**config.mk**
```make
export PLATFORM = sky130hd
export DESIGN_NAME = jtag_user_dr_ctrl
export DESIGN_NICKNAME = d
export VERILOG_FILES = /design/src/rtl/jtag_user_pkg.sv /design/src/rtl/jtag_sync_edge.sv /design/src/rtl/jtag_user_dr_ctrl.sv
export SDC_FILE = /design/constraint.sdc
export NUM_CORES = 1
export LEC_CHECK = 0
export ABC_AREA = 1
export CORE_AREA = 5 5 192 120
export DETAILED_ROUTE_END_ITERATION = 6
export DIE_AREA = 0 0 197 125
export PLACE_DENSITY_LB_ADDON = 0.08
export SYNTH_ARGS = -nofsm -noshare
export SYNTH_HDL_FRONTEND = slang
export SYNTH_SLANG_ARGS = --single-unit
```
**constraint.sdc**
```tcl
create_clock -name clock -period 4.82 [get_ports clock]
set_clock_uncertainty 0.1 [all_clocks]
set_input_delay 0.482 -clock clock [delete_from_list [all_inputs] [get_ports clock]]
set_output_delay 0.482 -clock clock [all_outputs]
set_load 0.02 [all_outputs]
```
**src/rtl/jtag_user_pkg.sv**
```systemverilog
// Shared definitions for the ECP5 JTAGG user data register controller.
package jtag_user_pkg;

    // JTAG instructions that select the two user data registers.
    localparam logic [7:0] ER1_OPCODE = 8'h32;
    localparam logic [7:0] ER2_OPCODE = 8'h38;

    // Controller state.
    typedef enum logic [1:0] {
        ST_IDLE  = 2'd0,
        ST_SEL1  = 2'd1,
        ST_SEL2  = 2'd2,
        ST_HOLD1 = 2'd3
    } dr_state_e;

    // Layout of the ER2 capture word.
    localparam int ER2_RESP_VALID_BIT = 0;
    localparam int ER2_OVERFLOW_BIT   = 1;
    localparam int ER2_RESP_LSB       = 2;

    // Index of each raw JTAGG input in the synchroniser bank.
    localparam int J_TCK    = 0;
    localparam int J_TDI    = 1;
    localparam int J_SHIFT  = 2;
    localparam int J_UPDATE = 3;
    localparam int J_RSTN   = 4;
    localparam int J_CE1    = 5;
    localparam int J_CE2    = 6;
    localparam int J_COUNT  = 7;

endpackage

```
**src/rtl/jtag_sync_edge.sv**
```systemverilog
// Multi-flop synchroniser for one JTAGG signal with a rising-edge pulse output.
module jtag_sync_edge #(
    parameter int SYNC_STAGES = 2
) (
    input  logic clock,
    input  logic reset,
    input  logic din,
    output logic dout,
    output logic rise
);

    logic [SYNC_STAGES-1:0] sync_q, sync_d;
    logic                   prev_q, prev_d;

    // Next values of the synchroniser chain and the edge-detect history flop.
    always_comb begin
        sync_d = {sync_q[SYNC_STAGES-2:0], din};
        prev_d = sync_q[SYNC_STAGES-1];
    end

    // Register the chain; everything clears on reset.
    always_ff @(posedge clock) begin
        if (reset) begin
            sync_q <= '0;
            prev_q <= 1'b0;
        end else begin
            sync_q <= sync_d;
            prev_q <= prev_d;
        end
    end

    assign dout = sync_q[SYNC_STAGES-1];
    assign rise = sync_q[SYNC_STAGES-1] & ~prev_q;

endmodule

```
**src/rtl/jtag_user_dr_ctrl.sv**
```systemverilog
// System-clock controller for the ECP5 user DRs ER1 (command in) and ER2
// (response/status out), bridging to a valid/ready command interface.
//
// state    | meaning
// ---------+------------------------------------------
// ST_IDLE  | no user DR active
// ST_SEL1  | ER1 capture/shift in progress
// ST_SEL2  | ER2 capture/shift in progress
// ST_HOLD1 | ER1 update seen, command pending
module jtag_user_dr_ctrl
    import jtag_user_pkg::*;
#(
    parameter int DATA_WIDTH  = 32,
    parameter int SYNC_STAGES = 2
) (
    input  logic                  clock,
    input  logic                  reset,
    input  logic                  jtck,
    input  logic                  jtdi,
    input  logic                  jshift,
    input  logic                  jupdate,
    input  logic                  jrstn,
    input  logic                  jce1,
    input  logic                  jce2,
    output logic                  jtdo1,
    output logic                  jtdo2,
    output logic                  cmd_valid,
    input  logic                  cmd_ready,
    output logic [DATA_WIDTH-1:0] cmd_data,
    input  logic                  rsp_valid,
    input  logic [DATA_WIDTH-1:0] rsp_data,
    output logic                  overflow
);

    logic [J_COUNT-1:0] j_raw, j_sync, j_rise;
    logic [4:0]         unused_rise;

    assign j_raw = {jce2, jce1, jrstn, jupdate, jshift, jtdi, jtck};

    for (genvar gi = 0; gi < J_COUNT; gi++) begin : g_sync
        jtag_sync_edge #(.SYNC_STAGES(SYNC_STAGES)) u_sync (
            .clock (clock),
            .reset (reset),
            .din   (j_raw[gi]),
            .dout  (j_sync[gi]),
            .rise  (j_rise[gi])
        );
    end

    // Only JTCK and JUPDATE need edge detection; the rest are level signals.
    assign unused_rise = {j_rise[J_CE2], j_rise[J_CE1], j_rise[J_RSTN],
                          j_rise[J_SHIFT], j_rise[J_TDI]};

    logic tck_rise, upd_rise, tdi_s, shift_s, rstn_s, ce1_s, ce2_s, handshake;

    assign tck_rise  = j_rise[J_TCK];
    assign upd_rise  = j_rise[J_UPDATE];
    assign tdi_s     = j_sync[J_TDI];
    assign shift_s   = j_sync[J_SHIFT];
    assign rstn_s    = j_sync[J_RSTN];
    assign ce1_s     = j_sync[J_CE1];
    assign ce2_s     = j_sync[J_CE2];
    assign handshake = cmd_valid_q & cmd_ready;

    dr_state_e               state_q, state_d;
    logic [DATA_WIDTH-1:0]   er1_q, er1_d;
    logic [DATA_WIDTH+1:0]   er2_q, er2_d;
    logic [DATA_WIDTH-1:0]   resp_q, resp_d;
    logic [DATA_WIDTH-1:0]   cmd_data_q, cmd_data_d;
    logic                    resp_valid_q, resp_valid_d;
    logic                    cmd_valid_q, cmd_valid_d;
    logic                    overflow_q, overflow_d;
    logic                    jtdo1_q, jtdo1_d;
    logic                    jtdo2_q, jtdo2_d;

    // Next-state logic: TAP reset, then capture/shift (ER1 wins a double
    // select), then update; responses are applied last so a response landing
    // on an ER2 capture leaves the flag set.
    always_comb begin
        state_d      = state_q;
        er1_d        = er1_q;
        er2_d        = er2_q;
        resp_d       = resp_q;
        resp_valid_d = resp_valid_q;
        cmd_valid_d  = cmd_valid_q;
        cmd_data_d   = cmd_data_q;
        overflow_d   = overflow_q;
        jtdo1_d      = jtdo1_q;
        jtdo2_d      = jtdo2_q;

        if (handshake) begin
            cmd_valid_d = 1'b0;
            if (state_q == ST_HOLD1) begin
                state_d = ST_IDLE;
            end
        end

        if (!rstn_s) begin
            // TAP reset clears the scan side only; a pending command survives.
            er1_d   = '0;
            er2_d   = '0;
            state_d = ST_IDLE;
            jtdo1_d = 1'b0;
            jtdo2_d = 1'b0;
        end else if (tck_rise && ce1_s) begin
            state_d = ST_SEL1;
            er1_d   = shift_s ? {tdi_s, er1_q[DATA_WIDTH-1:1]} : '0;
            jtdo1_d = er1_d[0];
        end else if (tck_rise && ce2_s) begin
            state_d = ST_SEL2;
            if (shift_s) begin
                er2_d = {tdi_s, er2_q[DATA_WIDTH+1:1]};
            end else begin
                er2_d[DATA_WIDTH+1:ER2_RESP_LSB] = resp_q;
                er2_d[ER2_OVERFLOW_BIT]          = overflow_q;
                er2_d[ER2_RESP_VALID_BIT]        = resp_valid_q;
                resp_valid_d                     = 1'b0;
            end
            jtdo2_d = er2_d[0];
        end else if (upd_rise && (state_q == ST_SEL1 || state_q == ST_SEL2)) begin
            if (state_q == ST_SEL1) begin
                if (!cmd_valid_q || handshake) begin
                    cmd_data_d  = er1_q;
                    cmd_valid_d = 1'b1;
                end else begin
                    overflow_d = 1'b1;
                end
            end else if (er2_q[0]) begin
                overflow_d = 1'b0;
            end
            state_d = cmd_valid_d ? ST_HOLD1 : ST_IDLE;
        end

        if (rsp_valid) begin
            resp_d       = rsp_data;
            resp_valid_d = 1'b1;
        end
    end

    // All controller state, including the registered outputs.
    always_ff @(posedge clock) begin
        if (reset) begin
            state_q      <= ST_IDLE;
            er1_q        <= '0;
            er2_q        <= '0;
            resp_q       <= '0;
            resp_valid_q <= 1'b0;
            cmd_valid_q  <= 1'b0;
            cmd_data_q   <= '0;
            overflow_q   <= 1'b0;
            jtdo1_q      <= 1'b0;
            jtdo2_q      <= 1'b0;
        end else begin
            state_q      <= state_d;
            er1_q        <= er1_d;
            er2_q        <= er2_d;
            resp_q       <= resp_d;
            resp_valid_q <= resp_valid_d;
            cmd_valid_q  <= cmd_valid_d;
            cmd_data_q   <= cmd_data_d;
            overflow_q   <= overflow_d;
            jtdo1_q      <= jtdo1_d;
            jtdo2_q      <= jtdo2_d;
        end
    end

    assign jtdo1     = jtdo1_q;
    assign jtdo2     = jtdo2_q;
    assign cmd_valid = cmd_valid_q;
    assign cmd_data  = cmd_data_q;
    assign overflow  = overflow_q;

endmodule

```
==> impl_metrics.toml, run 1 <==
[synth]
synthSimpleGateAreaFrac = 0.2315
yosys_warnings = 0
synth_mux_area_frac = 0
synth_cell_types = 21
syn-num-nets = 905
synth.area.top_cells = "dfxtp_1, inv_1, o21ai_0, nor2_1, nand2_1"
synth-seq-area-share = 0.4902
synth_top_family_by_area = "simple AND/OR/NAND/NOR gates"
synth_compound_area_frac = 0.1351
syn_inst = 859
synth_xor_area_frac = 0
synth_area_per_cell_um2 = 7.179
synth_adder_area_share = 0.006086
yosys.area.top_type = "dfxtp_1"
netlist_area_mm2 = 0.006167
synth_seq_cells = 151
synth_top_area_frac = 0.4902

[sta]
slew_viol_final = 0
final_hold_viol_count = 0
rsz0062_at_grt = "no"
finalSetupViolCount = 0
max_freq_mhz = 367.4
worst_slew_pin_slew_ns = 1.175
fin_crit_sh = 0.5646
fin_tns_setup_ns = 0
maxSlewHeadroom = 0.2147
period_minus_slack_ns = 2.722

[detailed_routing]
ant_nets = 0
drc = 0
wl_um = 15700
drt_pass1_iterations = 4
drtIter0Drc = 315
vias = 5190
detail_route.wl_per_cell_um = 12.99
via_per_inst = 4.296

[setup_path]
crit_path_cell_trace = "inv_1 -> ha_1 -> inv_1 -> nand3_1 -> nor2_2 -> buf_4 -> nand3_2 -> nand2_1 -> inv_2 -> nor2_1"
arrival_ns = 2.98
cp.buffers_inverters = 4
worstPathRequired_ns = 5.08
worst_path_max_delay_cell = "nand3_2"
critPathMaxFanout = 33
crit_top_cell = "inv_1"
slowest_delay_ns = 0.68
path_class = "reg2reg"
critPathTopFamily = "simple AND/OR/NAND/NOR gates"
cp-start-kind = "flop"
cp-end-kind = "flop"

[global_route]
grt_pass1_vias = 4968
antenna_found_initial = 0
grt_usage = 0.1297
grt_overflow = 0
grt_max_degree = 68
grt_pass1_wl_um = 26100

[cells_and_area]
layout_common_cells = "dfxtp_1, inv_1, nor2_1"
layout_commonest_cell = "dfxtp_1"
final_layout_size_suffix_gt1_frac = 0.06074
num_antenna_cells = 0
nNetsFinal = 955
design_area_mm2 = 0.007706
area_delta_synth_final_pct = 24.95

[cts]
clkSinkCount = 151
clk_pin_slew_ns = 0.06
clock_latency_ns = 0.42
cts_tree = "done"
post-cts-setup-buffers = 0
cts_buffers = 17
cts_buffer_depth = 2
postCtsHoldBufs = 0
htreeDepth = 4
cts_root_buffer = "clkbuf_16"
cts_resized = 0

[power]
power.leakage_nw = 3.106
finalPower_w = 0.002776
ir_worst_vdd_mv = 0.2602
power-per-cell-area_mw_per_mm2 = 360.3

[placed_design]
io_buffers = 78
dpl.hpwl_um = 9507
place_area_mm2 = 0.007116
place_congestion = 0.7331

[floorplanning]
die_w_um = 197
pin_count = 79
die_h_um = 125
core_area_mm2 = 0.02134
start_util = 0.2891
rows = 42
die_area_mm2 = 0.02463

[hold_path]
min_path_type = "reg2reg"

[outcome]
outcome = "complete, no violations"

[run]
max_cap_violations = 0
-- area by class of cell --
type                       instances  area, µm²
inverter                         155      581.8
sequential                       151       3024
fill                            2309      13630
clock inverter                    12      153.9
multi-input combinational        497       2303
clock buffer                      20      436.7
timing repair buffer              87      848.3
tap                              286      357.8
-- flip-flops by register name, indices dropped and copies added, names as in the netlist --
signal                cells
cmd_data                 32
cmd_valid                 1
er1_q                    32
er2_q                    34
g_sync.u_sync.prev_q      2
g_sync.u_sync.sync_q     14
overflow                  1
resp_q                   32
resp_valid_q              1
state_q                   2
-- cell families after synthesis --
| logic type | after synthesis |
|---|---|
| simple gates | 335 |
| buf+inv | 211 |
| compound gates | 159 |
| flops | 151 |
| fa+ha+maj | 3 |
-- per-stage QoR --
step / util / worst slack [ns] / hold slack [ns] / instances
6_report: 0.3612 / 2.098 / 0.2938 / 1208
5_1_grt: 0.3612 / 1.664 / 0.3198 / 1208
4_1_cts: 0.3612 / 2.000 / 0.2963 / 1208
3_5_place_dp: 0.3335 / 1.924 / 0.2871 / 1176
3_3_place_gp: 0.3335 / 1.912 / 0.2874 / 1176
2_1_floorplan: - / 3.161 / 0.2883 / 859
-- per-layer routing --
metal  vias up  share of wire  track usage
met5         -              0            0
met2        90           0.38       0.1730
li1       2793              -            -
met3         9          0.045      0.03415
met4         0         0.0083      0.03912
met1      2298           0.57       0.2011
-- Yosys cell counts (all sizes together) --
| master | number |
|---|---|
| inv | 155 |
| dfxtp | 151 |
| nor2 | 137 |
| nand2 | 124 |
| o21ai | 104 |
| nand4 | 44 |
| buf | 33 |
| a21oi | 32 |
| nand3 | 30 |
| clkbuf | 23 |
| o22ai | 22 |
| ha | 3 |
| a21boi | 1 |
-- worst paths after layout --
path	from	endpoint	slack (ns)	depth (start not counted)
max	state_q[1]	cmd_data[4]	2.10	10
min	g_sync[2].u_sync.sync_q[0]	g_sync[2].u_sync.sync_q[1]	0.29	2
max reg2reg	state_q[1]	cmd_data[4]	2.10	10
min reg2reg	g_sync[2].u_sync.sync_q[0]	g_sync[2].u_sync.sync_q[1]	0.29	2
-- report_power, final --
group	switching, W	leakage [nW]	internal [W]
clock	0.000545	0.280	0.000814
combinational	0.0000757	1.60	0.0000557
sequential	0.0000124	1.23	0.00127
-- worst register-to-register path: stages, from the launching register on --
cell	delay (ns)
dfxtp_1	0.37
inv_1	0.07
ha_1	0.29
inv_1	0.07
nand3_1	0.19
nor2_2	0.13
buf_4	0.34
nand3_2	0.69
nand2_1	0.27
inv_2	0.04
nor2_1	0.10
Note: power is estimated with default switching activity, not from simulation.
==> inputs of run 2 (changes only) <==
Clock period 4.82 ns to 2.8 ns, I/O delays scaled along.
==> run 2 against run 1 <==
Net effect:
- cell count grew 0.50%
- power grew 70%
- first-iteration DRC count shrank 19%
- global-route usage shrank 0.12 points
- critical path depth is the same
- combinational power grew 79%
- register-to-register slack lost 1.3 ns
- sequential power grew 71%
- critical path type unchanged
- critical endpoint unchanged
==> impl_metrics.toml, run 2 (synthesis gave the netlist of run 1 again) <==
[detailed_routing]
drc = 0
drt_pass1_iterations = 4
wl_um = 15520
via_per_inst = 4.266
detail_route.wl_per_cell_um = 12.78
vias = 5179
ant_nets = 0
drtIter0Drc = 254

[cts]
cts_buffers = 17
cts_resized = 0
clkSinkCount = 151
postCtsHoldBufs = 0
htreeDepth = 4
cts_buffer_depth = 2
cts_root_buffer = "clkbuf_16"
cts_tree = "done"
clk_pin_slew_ns = 0.06
post-cts-setup-buffers = 0
clock_latency_ns = 0.42

[cells_and_area]
top_register = "er2_q"
layout_commonest_cell = "dfxtp_1"
final_layout_size_suffix_gt1_frac = 0.06681
area_delta_synth_final_pct = 26.01
num_antenna_cells = 0
largest_reg_flops = 34
regArea_mm2 = 0.003024
multi_input_area_mm2 = 0.002303
n_fill_cell = 2302
nNetsFinal = 961
layout_common_cells = "dfxtp_1, inv_1, nor2_1"
post-route-util = 0.3642

[setup_path]
cp-end-kind = "flop"
worstPathRequired_ns = 3.05
r2r-end = "cmd_data[4]"
rrSetupSlack_ns = 0.76
path_class = "reg2reg"
r2r-start = "state_q[1]"
arrival_ns = 2.29
crit_path_start = "state_q[1]"
r2r_cells = 10
cp-start-kind = "flop"
critPathMaxFanout = 31

[sta]
max_freq_mhz = 490.2
worst_slew_pin_slew_ns = 0.7282
finalSetupViolCount = 0
rsz0062_at_grt = "no"
final_hold_viol_count = 0
maxSlewHeadroom = 0.5146
fin_tns_setup_ns = 0
period_minus_slack_ns = 2.040
fin_crit_sh = 0.7285
slew_viol_final = 0

[floorplanning]
die_w_um = 197
die_h_um = 125
rows = 42
die_area_mm2 = 0.02463
start_util = 0.2891
pin_count = 79
core_area_mm2 = 0.02134

[global_route]
grt_usage = 0.1285
antenna_found_initial = 0
grt_pass1_wl_um = 25860
grt_max_degree = 68
grt_overflow = 0
grt_pass1_vias = 4937

[power]
power.leakage_nw = 3.151
ir_worst_vdd_mv = 0.4128
power-per-cell-area_mw_per_mm2 = 606.8

[hold_path]
hold_end = "g_sync[3].u_sync.sync_q[0]"
min_path_type = "in2reg"
hp-start = "jupdate"
holdPathStages = 3

[outcome]
outcome = "complete, no violations"

[placed_design]
io_buffers = 78
dpl.hpwl_um = 9683
place_congestion = 0.7073

[run]
max_cap_violations = 0
## run 2: changes by cell type in the layout (fill, tap and decap cells not counted), sizes merged
cell      previous run  this run
buf                  9        15
bufinv               3         2
clkbuf              20        21
clkinvlp             3         1
inv                155       157
## run 2: how the worst max path moves through the flow
| stage | endpoint | cells past startpoint |
|---|---|---|
| 6_report | cmd_data[4] | 10 |
| 5_1_grt | cmd_data[26] | 10 |
| 4_1_cts | cmd_data[4] | 10 |
| 3_5_place_dp | er1_q[17] | 5 |
| 3_3_place_gp | cmd_data[4] | 10 |
| 2_1_floorplan | cmd_data[2] | 10 |
## run 2: critical path, cell delays in order, from the launching register on
cell	delay, ns
dfxtp_1	0.35
inv_1	0.07
ha_1	0.28
inv_1	0.06
nand3_1	0.21
nor2_2	0.23
nand3_2	0.13
buf_4	0.28
nand2_1	0.12
inv_2	0.03
nor2_1	0.11
## run 2: power by group
group          switching, W  internal (W)  total [W]
logic              0.000132      0.000102   0.000235
clock network      0.000930       0.00134    0.00227
registers         0.0000192       0.00219    0.00221
## run 2: stage by stage
step | instance area [µm²] | total power, W | setup WS [ns] | hold WS (ns) | std cells
2_1_floorplan | 6167 | 0.002386 | 1.141 | 0.2870 | 859
3_3_place_gp | 7198 | 0.002497 | 0.7489 | 0.2850 | 1182
3_5_place_dp | 7198 | 0.002497 | 0.7470 | 0.2880 | 1182
4_1_cts | 7771 | 0.004796 | 0.7425 | 0.2482 | 1214
5_1_grt | 7771 | 0.004910 | 0.5102 | 0.2711 | 1214
6_report | 7771 | 0.004715 | 0.7601 | 0.2699 | 1214
## run 2: cell type report
class / count / share of cell area
Clock buffer: 21 / 0.05796
Inverter: 155 / 0.07487
Sequential cell: 151 / 0.3891
Multi-Input combinational cell: 497 / 0.2964
Timing Repair Buffer: 93 / 0.1198
Clock inverter: 11 / 0.01578
Tap cell: 286 / 0.04605
## run 2: routing by layer
metal / global-route usage / vias to the layer above / part of all wire
met5: 0 / - / 0
met2: 0.1647 / 76 / 0.35
met4: 0.03382 / 0 / 0.010
met1: 0.2042 / 2277 / 0.59
met3: 0.03791 / 11 / 0.048
li1: - / 2815 / -
